### config.mk
export PLATFORM = sky130hd
export DESIGN_NAME = fifo_wr_arbiter
export DESIGN_NICKNAME = d
export VERILOG_FILES = /design/src/rtl/fifo_wr_arbiter.sv
export SDC_FILE = /design/constraint.sdc
export NUM_CORES = 1
export LEC_CHECK = 0
export ABC_AREA = 1
export BUFFER_PORTS_ARGS = -buffer_cell sky130_fd_sc_hd__buf_2
export CORE_MARGIN = 4
export CORE_UTILIZATION = 45
export DETAILED_ROUTE_END_ITERATION = 7
export PLACE_DENSITY = 0.81
export SYNTH_ARGS = -nofsm -noshare
export SYNTH_HDL_FRONTEND = slang
export SYNTH_SLANG_ARGS = --single-unit
### constraint.sdc
create_clock -name clk -period 1.7 [get_ports clk]
set_clock_uncertainty 0.15 [all_clocks]
set_input_delay 0.255 -clock clk [delete_from_list [all_inputs] [get_ports clk]]
set_output_delay 0.255 -clock clk [all_outputs]
set_load 0.02 [all_outputs]
### src/rtl/fifo_wr_arbiter.sv
// Two-producer write arbiter for the SPI FIFO write port: burst-limited round-robin,
// flag-based overflow avoidance, registered write strobe, ack counting and sticky overflow flag.
module fifo_wr_arbiter #(
    parameter int WIDTH = 16,
    parameter int BURST = 4
) (
    input  logic             clk,
    input  logic             rst_n,
    input  logic             req0_valid,
    input  logic [WIDTH-1:0] req0_data,
    output logic             req0_ready,
    input  logic             req1_valid,
    input  logic [WIDTH-1:0] req1_data,
    output logic             req1_ready,
    input  logic             fifo_full,
    input  logic             fifo_almostfull,
    input  logic             fifo_wr_ack,
    input  logic             fifo_overflow,
    output logic             fifo_wr_en,
    output logic [WIDTH-1:0] fifo_data_in,
    output logic             grant_id,
    output logic [15:0]      wr_count,
    output logic             ovf_err,
    input  logic             clr_err
);
    localparam logic [3:0] BURST_L = 4'(BURST);

    logic             can_issue, gnt_vld, gnt_id, keep;
    logic             last_q, last_d;
    logic [3:0]       burst_q, burst_d;
    logic             wr_en_q;
    logic [WIDTH-1:0] data_q;
    logic             gid_q;
    logic [15:0]      cnt_q;
    logic             ovf_q;

    always_comb begin
        // A write still in flight is not yet reflected in almostfull, so it would take the last slot.
        can_issue = !fifo_full && (!wr_en_q || !fifo_almostfull);
        gnt_vld   = 1'b0;
        gnt_id    = last_q;
        keep      = 1'b0;
        last_d    = last_q;
        burst_d   = burst_q;
        if (rst_n && can_issue) begin
            if (req0_valid && req1_valid) begin
                // burst_cnt==0 only before the first grant: no burst is owned, so requester 0 wins.
                keep    = (burst_q != 4'd0) && (burst_q < BURST_L);
                gnt_vld = 1'b1;
                gnt_id  = keep ? last_q : ~last_q;
            end else if (req0_valid || req1_valid) begin
                gnt_vld = 1'b1;
                gnt_id  = req1_valid;
            end
        end
        if (gnt_vld) begin
            if (gnt_id == last_q) begin
                burst_d = (burst_q >= BURST_L) ? BURST_L : burst_q + 4'd1;
            end else begin
                last_d  = gnt_id;
                burst_d = 4'd1;
            end
        end
        req0_ready = gnt_vld && !gnt_id;
        req1_ready = gnt_vld && gnt_id;
    end

    always_ff @(posedge clk or negedge rst_n) begin
        if (!rst_n) begin
            last_q  <= 1'b1;
            burst_q <= 4'd0;
            wr_en_q <= 1'b0;
            data_q  <= '0;
            gid_q   <= 1'b0;
            cnt_q   <= 16'd0;
            ovf_q   <= 1'b0;
        end else begin
            last_q  <= last_d;
            burst_q <= burst_d;
            wr_en_q <= gnt_vld;
            if (gnt_vld) begin
                data_q <= gnt_id ? req1_data : req0_data;
                gid_q  <= gnt_id;
            end
            if (fifo_wr_ack) cnt_q <= cnt_q + 16'd1;
            if (fifo_overflow)  ovf_q <= 1'b1;
            else if (clr_err)   ovf_q <= 1'b0;
        end
    end

    assign fifo_wr_en   = wr_en_q;
    assign fifo_data_in = data_q;
    assign grant_id     = gid_q;
    assign wr_count     = cnt_q;
    assign ovf_err      = ovf_q;
endmodule
==> summary.txt, run 1 <==
GRT
  – Total Routing Usage GR: 18.5%
  – Pin count of the biggest net entering global routing: 41
  – First-pass GRT wire length: 8.92 mm
  – Vias in the first global route: 2005
  – Remaining Overflow, GRT: 0
  – Initial antenna violation count: 0

Synth
  – Cell variety after synth: 34
  – Post-Synthesis Cells: 231
  – Synth Warn #: 0
  – EDFF count, synth: 0
  – Mean Syn Cell Area: 9.42 µm²
  – Syn Nets: 275
  – Most common flop cell mapped by yosys: dfrtp_1
  – Fraction of registers with async set or reset after synthesis: 100%
  – Seq cells post-synth: 40
  – Mapped Area: 2180 µm²
  – Post-synthesis sequential area ratio: 46.0%

Power and ir drop
  – Peak supply drop: 0.712 mV
  – PwrDens: 1230 nW/µm²
  – P_leak: 1.62 nW

Clock tree
  – CTS sink cnt: 40
  – CTS tree: done
  – Clock-pin transition on the worst setup and hold timing paths: 0.08 ns
  – CTS max path bufs: 2
  – CTS buffer count: 5
  – Clock latency on the worst-skew pair: 0.29 ns
  – Root Driver: clkbuf_8
  – Number of H-tree levels: 2

Timing
  – Max-slew violation count: 0
  – Final Hold Viols: 0
  – Final worst slack: -0.227 ns
  – Final number of setup-violating endpoints: 21
  – Fmax: 519 MHz
  – Worst slew pin tran: 0.512 ns
  – Period utilization: 113%
  – Post-layout min period: 1.93 ns
  – Slew HR: 65.8%
  – Setup repair after global routing missed its margin: yes

Worst setup path
  – Kind of start point of the critical path: flip-flop
  – Reg2reg start: last_q$_DFFE_PN1P_
  – CP Max Fanout: 5
  – Crit path launch: last_q$_DFFE_PN1P_
  – Required time of the critical path: 1.29 ns
  – Critical Path Sink Type: primary output
  – Setup Crit Path Kind: flip-flop to primary output
  – Worst path arrival time: 1.52 ns
  – Worst R2R Setup Slack: -0.17 ns

Floorplan
  – Initial core utilization: 46.4%
  – Core ar.: 4690 µm²
  – Die X: 77.6 µm
  – Chip height: 77.6 µm
  – Die Area: 6010 µm²
  – Row count: 25
  – I/O pin cnt: 78

Routing
  – Vias per cell: 5.11
  – Antenna-violating nets left: 0
  – DR pass1 iterations: 4
  – DRT Wirelength: 5.82 mm
  – First-iteration detailed-routing DRC count: 93
  – Drt wl/cell: 14.9 µm
  – DRC Markers: 0
  – DR vias: 1997

Cells and area
  – Final core utilization: 64.9%
  – Fin nets: 380
  – Most frequent cells in the layout: buf_2 (75), nand2_1 (46), dfrtp_1 (38), nand3_1 (23), nand3_2 (19)
  – Commonest non-fill, non-tap cell in the layout: buf_2
  – Inserted Diodes: 0
  – Fraction of layout cells with a size suffix above 1: 47.8%
  – Area of the multi-input gates: 1120 µm²
  – Area taken by flip-flops and latches: 1000 µm²
  – Number of fill cells: 360
  – Area delta synth->final: 39.9%

Placement
  – DP Wirelength: 3.77 mm
  – Pre-CTS WS: 0.00348 ns
  – Port buffer count: 77
  – Gpl congestion: 0.817

Hold path
  – Hold wc startpoint: req0_data[15]
  – Hold crit path type: input port to flip-flop

Outcome
  – Status: complete, but fails checks
  – Failing checks: setup timing

Flow run
  – Total of max-cap violations: 0
## metal layers
metal	GRT usage [%]	up-vias	share of wire [%]
li1	-	978	-
met1	21.4	944	42
met2	32.9	64	51
met3	4.87	11	5.3
met4	6.05	0	1.9
met5	0	-	0
## cell families (layout without fill, tap and decap cells)
kind of cell               count (synthesis)  after routing  share of synthesized area, %
muxes                                      2              2                         0.977
DFF                                       40             40                          46.0
buffers and inverters                     29            135                          6.78
adders and majority gates                  3              3                          1.72
AOI/OAI and AO/OA                          5              5                          1.44
and+or+nand+nor                          140            140                          38.2
xor gates and xnor gates                  12             12                          4.83
## critical path: stages, from the launching register on
cell and delay, ns:
dfstp_2 0.57, inv_4 0.07, nor2_4 0.12, nor2_4 0.06, nor2_8 0.15, nand2_8 0.06
nor2_4 0.08, buf_6 0.12
## power breakdown
part           switching (mW)  total [mW]  internal (mW)
clock                   0.343       0.674          0.330
sequential              0.172        1.34           1.17
combinational           0.977        1.74          0.763
## final cells by class
cell class / instances / area share (%)
well taps: 54 / 2.22
inverters: 21 / 2.83
multi-input cells: 162 / 36.9
repair buffers: 106 / 22.0
flip-flops and latches: 40 / 32.9
clock buffers: 7 / 2.83
clock inverters: 1 / 0.246
## worst paths after layout
check / end / depth (start not counted)
setup reg to reg: burst_q[1]$_DFFE_PN0P_ / 10
min in group asynchronous: wr_count[3]$_DFFE_PN0P_ / 3
hold / removal: fifo_data_in[15]$_DFFE_PN0P_ / 3
hold reg to reg: fifo_data_in[5]$_DFFE_PN0P_ / 2
max in group asynchronous: fifo_wr_en$_DFF_PN0_ / 3
setup / recovery: req1_ready / 7
## synthesized netlist by cell type, types with 2 or more instances
| cell type | instances | area share [%] |
|---|---|---|
| ha_1 | 3 | 1.7 |
| nor2_4 | 3 | 1.6 |
| nand4_1 | 16 | 4.6 |
| buf_4 | 3 | 1.0 |
| nand3_1 | 27 | 6.2 |
| inv_1 | 19 | 3.3 |
| inv_2 | 2 | 0.34 |
| buf_2 | 3 | 0.69 |
| dfrtp_1 | 39 | 45 |
| o21ai_0 | 2 | 0.46 |
| nand2_1 | 48 | 8.3 |
| xor2_1 | 10 | 4.0 |
| nand2_2 | 4 | 1.1 |
| nand3_2 | 16 | 7.4 |
| nor2_2 | 4 | 1.1 |
| nor2_1 | 13 | 2.2 |
| xnor2_1 | 2 | 0.80 |
## sequential cells by signal, summed over array words and instances, names as in the netlist
register and cells:
burst_q 4, grant_id 1, ovf_err 1, last_q 1, wr_count 16, fifo_data_in 16
fifo_wr_en 1
## metrics by stage
stage               setup TNS, ns  instance area (µm²)  power [mW]  hold WS [ns]  std cells
finish                      -1.70                 3050        3.75        0.0430        391
global route                -3.00                 3050        3.98        0.0335        391
CTS                        -0.514                 2880        3.43        0.0344        381
detailed placement              0                 2660        2.60         0.289        363
global placement                0                 2660        2.56         0.289        363
floorplan                 -0.0118                 2200        2.19        -0.191        231
## timing repair
item | CTS | global route
hold buffers | 3 | 0
pin swaps | 5 | 23
endpoints found under the hold margin | 40 | 0
resized for setup | 14 | 20
buffers inserted | 7 | 9
cloned | 0 | 2
endpoints found under the setup margin | 4 | 23
No activity file was read; power rests on OpenSTA's default activity.
==> inputs of run 2 (changes only) <==
--- a/config.mk
+++ b/config.mk
@@ -5,12 +5,11 @@
 export SDC_FILE = /design/constraint.sdc
 export NUM_CORES = 1
 export LEC_CHECK = 0
-export ABC_AREA = 1
 export BUFFER_PORTS_ARGS = -buffer_cell sky130_fd_sc_hd__buf_2
 export CORE_MARGIN = 4
-export CORE_UTILIZATION = 45
+export CORE_UTILIZATION = 42
 export DETAILED_ROUTE_END_ITERATION = 7
-export PLACE_DENSITY = 0.81
+export PLACE_DENSITY = 0.8
 export SYNTH_ARGS = -nofsm -noshare
 export SYNTH_HDL_FRONTEND = slang
 export SYNTH_SLANG_ARGS = --single-unit
==> run 2 against run 1 <==
The run still ends with setup timing left; area after synthesis decreased by 17%; power is 5.8% higher; count of clock-buffer cells in the layout shrank 1; sequential share of layout area grew 5.0 points; final area decreased by 13%; register-to-register slack lost 0.04 ns; first-iteration DRC count shrank 13%; global-route usage hardly changed; largest power group unchanged.
==> summary.txt, run 2 <==
Outcome
  – Status: complete, but fails checks
  – Failing checks: setup timing

Cells and area
  – Inserted Diodes: 0 (unchanged)
  – Final core utilization: 64.6% (-0.36 points)
  – Area delta synth->final: 45.4%
  – Fin nets: 303 (-20%)
  – Most frequent cells in the layout: buf_2 (75), dfrtp_1 (39), buf_4 (20), and2_1 (17), a221o_1 (16)
  – Fraction of layout cells with a size suffix above 1: 46.5% (-1.2 points)
  – Commonest non-fill, non-tap cell in the layout: buf_2

Timing
  – Fmax: 497 MHz (-4.3%)
  – Hold slack: 0.0275 ns (-0.0154 ns)
  – Final Hold Viols: 0 (unchanged)
  – Final worst slack: -0.313 ns (-0.0861 ns)
  – Setup TNS: -3.56 ns (-1.86 ns)
  – Final number of setup-violating endpoints: 18 (-14%)
  – Post-layout min period: 2.01 ns (+0.0861 ns)
  – Worst slew pin tran: 0.343 ns (-0.170 ns)
  – Slew HR: 76.6% (+11 points)
  – Setup repair after global routing missed its margin: yes
  – Period utilization: 118% (+5.1 points)
  – Max-slew violation count: 0 (unchanged)

Hold path
  – Hold EP: fifo_data_in[7]$_DFFE_PN0P_
  – Hold crit path type: input port to flip-flop
  – Hold depth: 2 (-1)
  – Hold wc startpoint: req1_data[7]

Worst setup path
  – Critical Path Sink Type: primary output
  – Worst R2R Setup Slack: -0.21 ns (-0.04 ns)
  – CP Max Fanout: 2 (-3)
  – Reg2reg start: burst_q[1]$_DFFE_PN0P_
  – R2R Path End: fifo_data_in[15]$_DFFE_PN0P_
  – Kind of start point of the critical path: flip-flop
  – Setup Crit Path Kind: flip-flop to primary output
  – Worst path arrival time: 1.61 ns (+0.09 ns)
  – Required time of the critical path: 1.29 ns (about the same)
  – Worst R2R Path Depth: 8 (-2)

Power and ir drop
  – Power, Total: 3.97 mW (+5.8%)
  – Peak supply drop: 0.958 mV (+35%)
  – P_leak: 1.36 nW (-16%)
  – PwrDens: 1500 nW/µm² (+22%)

Synth
  – Cell variety after synth: 34 (unchanged)
  – Synth area leaders: dfrtp_1 (54%), a221o_1 (8.8%), xnor2_1 (6.3%)
  – Mapped Area: 1810 µm² (-17%)
  – EDFF count, synth: 0 (unchanged)
  – Syn Nets: 197 (-28%)
  – Post-synthesis sequential area ratio: 55.2% (+9.2 points)
  – Synth area leader: dfrtp_1
  – Post-Synthesis Cells: 153 (-34%)
  – Most common cell in the netlist: dfrtp_1
  – Seq cells post-synth: 40 (unchanged)
  – Post-synth top area share: 53.8% (+9.0 points)
  – Fraction of registers with async set or reset after synthesis: 100% (unchanged)
  – Post-synth top cells: dfrtp_1 (39), and2_1 (17), a221o_1 (16)
  – Most common flop cell mapped by yosys: dfrtp_1
  – Mean Syn Cell Area: 11.9 µm² (+26%)
  – Synth Warn #: 0 (unchanged)

Routing
  – DR pass1 iterations: 4 (unchanged)
  – Vias per cell: 5.02 (-1.8%)
  – Antenna-violating nets left: 0 (unchanged)
  – First-iteration detailed-routing DRC count: 81 (-13%)
  – Drt wl/cell: 15.0 µm (+0.79%)
  – DR vias: 1555 (-22%)
  – DRC Markers: 0 (unchanged)
  – DRT Wirelength: 4.65 mm (-20%)

Placement
  – Gpl congestion: 0.869 (+6.4%)
  – Port buffer count: 77 (unchanged)
  – DP Wirelength: 3.35 mm (-11%)

GRT
  – Initial antenna violation count: 0 (unchanged)
  – Remaining Overflow, GRT: 0 (unchanged)
  – Pin count of the biggest net entering global routing: 30 (-27%)
  – Total Routing Usage GR: 18.4% (-0.033 points)
  – Met3 usage: 5.88% (+1.0 points)
  – First-pass GRT wire length: 7.60 mm (-15%)
  – Met2 Use GR: 30.6% (-2.3 points)
  – Vias in the first global route: 1576 (-21%)
  – Most used routing layer: met2
  – M1 GR Usage: 23.4% (+1.9 points)

Floorplan
  – Initial core utilization: 44.4% (-2.0 points)
  – Die Area: 5440 µm² (-9.6%)
  – Row count: 23 (-8.0%)
  – Die X: 73.7 µm (-4.9%)
  – Chip height: 73.7 µm (-4.9%)
  – I/O pin cnt: 78 (unchanged)
  – Core ar.: 4090 µm² (-13%)

Clock tree
  – CTS max path bufs: 2 (unchanged)
  – Root Driver: clkbuf_8
  – Number of H-tree levels: 2 (unchanged)
  – CTS buffer count: 5 (unchanged)
  – CTS sink cnt: 40 (unchanged)
  – CTS tree: done
  – Clock-pin transition on the worst setup and hold timing paths: 0.08 ns (about the same)
  – Clock latency on the worst-skew pair: 0.30 ns (about the same)

Flow run
  – Total of max-cap violations: 0 (unchanged)
-- run 2: layer usage --
layer / part of all wire (%) / wire (µm)
met5: 0 / 0
met4: 0.82 / 38
met3: 6.5 / 304
met2: 51 / 2380
met1: 42 / 1940
-- run 2: critical path: stages (launching register included) --
cell	delay, ns
dfrtp_1	0.37
inv_2	0.06
ha_4	0.16
nor3_4	0.16
xnor2_2	0.17
o21a_1	0.18
buf_6	0.11
buf_6	0.11
-- run 2: cell families after synthesis --
logic type / after synthesis / synth area share, %
xor+xnor: 16 / 7.72
compound gates: 27 / 13.7
simple gates: 51 / 16.1
flops: 40 / 55.2
mux: 2 / 1.17
fa+ha+maj: 3 / 2.07
buf+inv: 14 / 3.93
-- run 2: power breakdown --
group          leakage, nW  internal, mW  switching (mW)
Sequential           0.503          1.24           0.200
Combinational        0.789         0.770           0.843
Clock               0.0654         0.587           0.334
-- run 2: final cells by class --
cell class	count	area [µm²]
Fill cell	332	1450
Sequential cell	40	1000
Multi-Input combinational cell	99	783
Timing Repair Buffer	104	624
Clock buffer	6	72.6
Tap cell	50	62.6
Clock inverter	2	60.1
Inverter	9	33.8
-- run 2: metrics by stage --
step / instance area, µm² / worst slack, ns / cells
floorplan: 1840 / -0.235 / 153
global placement: 2380 / -0.163 / 293
detailed placement: 2380 / -0.257 / 293
CTS: 2610 / -0.333 / 309
global route: 2640 / -0.424 / 310
finish: 2640 / -0.313 / 310
-- run 2: how the worst max path moves through the flow --
stage,end,startpoint,slack [ns],cells after the start
after floorplan,fifo_data_in[10]$_DFFE_PN0P_,burst_q[0]$_DFFE_PN0P_,-0.24,8
after detailed placement,fifo_data_in[3]$_DFFE_PN0P_,burst_q[1]$_DFFE_PN0P_,-0.26,7
after global routing,req0_ready,burst_q[1]$_DFFE_PN0P_,-0.42,7
after global placement,req0_ready,burst_q[1]$_DFFE_PN0P_,-0.16,7
final,req0_ready,burst_q[1]$_DFFE_PN0P_,-0.31,7
after CTS,req1_ready,burst_q[1]$_DFFE_PN0P_,-0.33,6
-- run 2: repair_timing --
action                     CTS  global route
hold buffers                 2             0
setup endpoints to repair   19            20
buffers inserted             6             2
hold endpoints to repair    40             0
pin swaps                   11             3
gates resized for setup      9             5
==> inputs of run 3 (changes only) <==
--- a/config.mk
+++ b/config.mk
@@ -9,7 +9,7 @@
 export CORE_MARGIN = 4
 export CORE_UTILIZATION = 42
 export DETAILED_ROUTE_END_ITERATION = 7
-export PLACE_DENSITY = 0.8
+export PLACE_DENSITY = 0.76
 export SYNTH_ARGS = -nofsm -noshare
 export SYNTH_HDL_FRONTEND = slang
 export SYNTH_SLANG_ARGS = --single-unit
==> run 3 against run 2 <==
The flow still finishes with violations (setup timing); wire length is 2.6% lower; worst hold slack better by 0.021 ns; final area is 1.3% lower; count of clock-buffer cells in the layout stayed put; final cell count is 0.65% lower; largest power group unchanged.
==> summary.txt, run 3 (same netlist as run 2, synthesis figures left out) <==
Outcome
  – Status: complete, but fails checks
  – Failing checks: setup timing

Cells and area
  – Layout Cells excl Fill: 308 (-0.65%)
  – Most frequent cells in the layout: buf_2 (75), dfrtp_1 (39), buf_4 (20), and2_1 (17), a221o_1 (16)
  – Fin nets: 301 (-0.66%)
  – Inserted Diodes: 0 (unchanged)
  – Number of fill cells: 336 (+1.2%)
  – Commonest non-fill, non-tap cell in the layout: buf_2
  – Area of the multi-input gates: 776 µm² (-0.96%)
  – Area delta synth->final: 43.6%
  – Area taken by flip-flops and latches: 1000 µm² (unchanged)
  – Final Instance Area: 2610 µm² (-1.3%)
  – Fraction of layout cells with a size suffix above 1: 45.3% (-1.2 points)

Timing
  – Slew HR: 78.9% (+2.3 points)
  – Fmax: 493 MHz (-0.85%)
  – Final number of setup-violating endpoints: 18 (unchanged)
  – Final worst slack: -0.330 ns (-0.0173 ns)
  – Post-layout min period: 2.03 ns (+0.0173 ns)
  – Period utilization: 119% (+1.0 points)
  – Setup repair after global routing missed its margin: yes
  – Worst slew pin tran: 0.308 ns (-0.0343 ns)
  – Final Hold Viols: 0 (unchanged)
  – Max-slew violation count: 0 (unchanged)

Floorplan
  – Die Area: 5440 µm² (unchanged)
  – Core ar.: 4090 µm² (unchanged)
  – Die X: 73.7 µm (unchanged)
  – I/O pin cnt: 78 (unchanged)
  – Row count: 23 (unchanged)
  – Chip height: 73.7 µm (unchanged)
  – Initial core utilization: 44.4% (unchanged)

Worst setup path
  – Required time of the critical path: 1.29 ns (about the same)
  – Worst R2R Path Depth: 8 (unchanged)
  – CP Max Fanout: 2 (unchanged)
  – Crit path capture: req0_ready
  – Kind of start point of the critical path: flip-flop
  – Critical Path Sink Type: primary output
  – Worst R2R Setup Slack: -0.31 ns (-0.10 ns)
  – Worst path arrival time: 1.63 ns (+0.02 ns)
  – Reg2reg start: burst_q[1]$_DFFE_PN0P_
  – R2R Path End: fifo_data_in[1]$_DFFE_PN0P_
  – Setup Crit Path Kind: flip-flop to primary output
  – Crit path launch: burst_q[1]$_DFFE_PN0P_

GRT
  – Pin count of the biggest net entering global routing: 28 (-6.7%)
  – Vias in the first global route: 1595 (+1.2%)
  – First-pass GRT wire length: 7.27 mm (-4.4%)
  – M1 GR Usage: 22.1% (-1.2 points)
  – Met3 usage: 6.02% (+0.14 points)
  – Initial antenna violation count: 0 (unchanged)
  – Total Routing Usage GR: 17.4% (-1.0 points)
  – Most used routing layer: met2
  – Met2 Use GR: 26.7% (-3.9 points)
  – Remaining Overflow, GRT: 0 (unchanged)

Routing
  – DR vias: 1582 (+1.7%)
  – Vias per cell: 5.14 (+2.4%)
  – Drt wl/cell: 14.7 µm (-1.9%)
  – Antenna-violating nets left: 0 (unchanged)
  – DRT Wirelength: 4.54 mm (-2.6%)
  – First-iteration detailed-routing DRC count: 64 (-21%)
  – DR pass1 iterations: 4 (unchanged)
  – DRC Markers: 0 (unchanged)

Placement
  – Port buffer count: 77 (unchanged)
  – Cell count after placement: 291 (-0.68%)
  – DP Wirelength: 3.41 mm (+1.8%)
  – Gpl congestion: 0.788 (-9.4%)
  – Dpl cell area: 2390 µm² (+0.42%)

Power and ir drop
  – Peak supply drop: 1.04 mV (+8.3%)
  – Switching share of power: 35.4% (+0.73 points)
  – Gate power share: 42.0% (+1.4 points)
  – Clk network pwr share: 19.9% (-3.3 points)
  – PwrDens: 1440 nW/µm² (-4.2%)
  – P_leak: 1.34 nW (-1.2%)
  – Flop pwr share: 38.1% (+1.9 points)
  – Power, Total: 3.75 mW (-5.4%)
  – Internal: 2.42 mW (-6.5%)
  – Sw Pwr: 1.33 mW (-3.4%)

Clock tree
  – CTS max path bufs: 2 (unchanged)
  – Root Driver: clkbuf_8
  – CTS sink cnt: 40 (unchanged)
  – CTS tree: done
  – Clock latency on the worst-skew pair: 0.28 ns (-0.02 ns)
  – CTS buffer count: 5 (unchanged)
  – Number of H-tree levels: 2 (unchanged)
  – Clock-pin transition on the worst setup and hold timing paths: 0.07 ns (about the same)

Hold path
  – Hold crit path type: input port to flip-flop
  – Hold depth: 2 (unchanged)

Flow run
  – Total of max-cap violations: 0 (unchanged)
[run 3: worst min path at each step]
stage / start / to / slack, ns
2_1_floorplan: rst_n / burst_q[0]$_DFFE_PN0P_ / -0.19
3_3_place_gp: rst_n / fifo_wr_en$_DFF_PN0_ / -0.08
3_5_place_dp: rst_n / fifo_wr_en$_DFF_PN0_ / -0.08
4_1_cts: req1_data[4] / fifo_data_in[4]$_DFFE_PN0P_ / 0.04
5_1_grt: req0_data[15] / fifo_data_in[15]$_DFFE_PN0P_ / 0.04
6_report: req1_data[4] / fifo_data_in[4]$_DFFE_PN0P_ / 0.05
[run 3: critical path: stages, from the launching register on]
cell,delay (ns)
dfrtp_1,0.36
inv_2,0.06
ha_4,0.16
nor3_4,0.15
xnor2_2,0.16
o21a_1,0.23
buf_12,0.12
buf_8,0.10
[run 3: repair_timing]
| item | in CTS | in global routing |
|---|---|---|
| setup buffers | 5 | 4 |
| hold buffers | 2 | 0 |
| hold endpoints to repair | 40 | 0 |
| gates resized for setup | 6 | 3 |
| pin swaps | 5 | 4 |
| setup endpoints to repair | 19 | 23 |
[run 3: routing by layer]
| layer | part of all wire, % | wire, µm |
|---|---|---|
| met1 | 41 | 1840 |
| met2 | 50 | 2280 |
| met3 | 6.5 | 296 |
| met4 | 2.5 | 115 |
| met5 | 0 | 0 |
[run 3: area by class of cell]
class | instances | area share (%)
timing repair buffer | 102 | 23.9
clock inverter | 2 | 1.34
multi-input combinational | 99 | 29.8
inverter | 9 | 1.30
tap | 50 | 2.40
sequential | 40 | 38.5
clock buffer | 6 | 2.79
[run 3: power by group through the flow]
stage	registers, mW	clock network, mW	logic, mW
after global routing	1.47	0.806	1.71
final	1.43	0.746	1.58
after global placement	1.44	0	1.44
after detailed placement	1.45	0	1.48
after floorplan	1.74	0	0.630
after CTS	1.43	0.773	1.55
[run 3: stage by stage]
| stage | hold WS [ns] | setup TNS [ns] | util, % | setup slack, ns |
|---|---|---|---|---|
| final | 0.0490 | -4.42 | 63.7 | -0.330 |
| after global routing | 0.0402 | -6.00 | 63.7 | -0.420 |
| after CTS | 0.0402 | -4.17 | 63.0 | -0.316 |
| after detailed placement | -0.0818 | -3.42 | 58.5 | -0.224 |
| after global placement | -0.0822 | -2.55 | 58.5 | -0.157 |
| after floorplan | -0.191 | -3.11 | - | -0.235 |
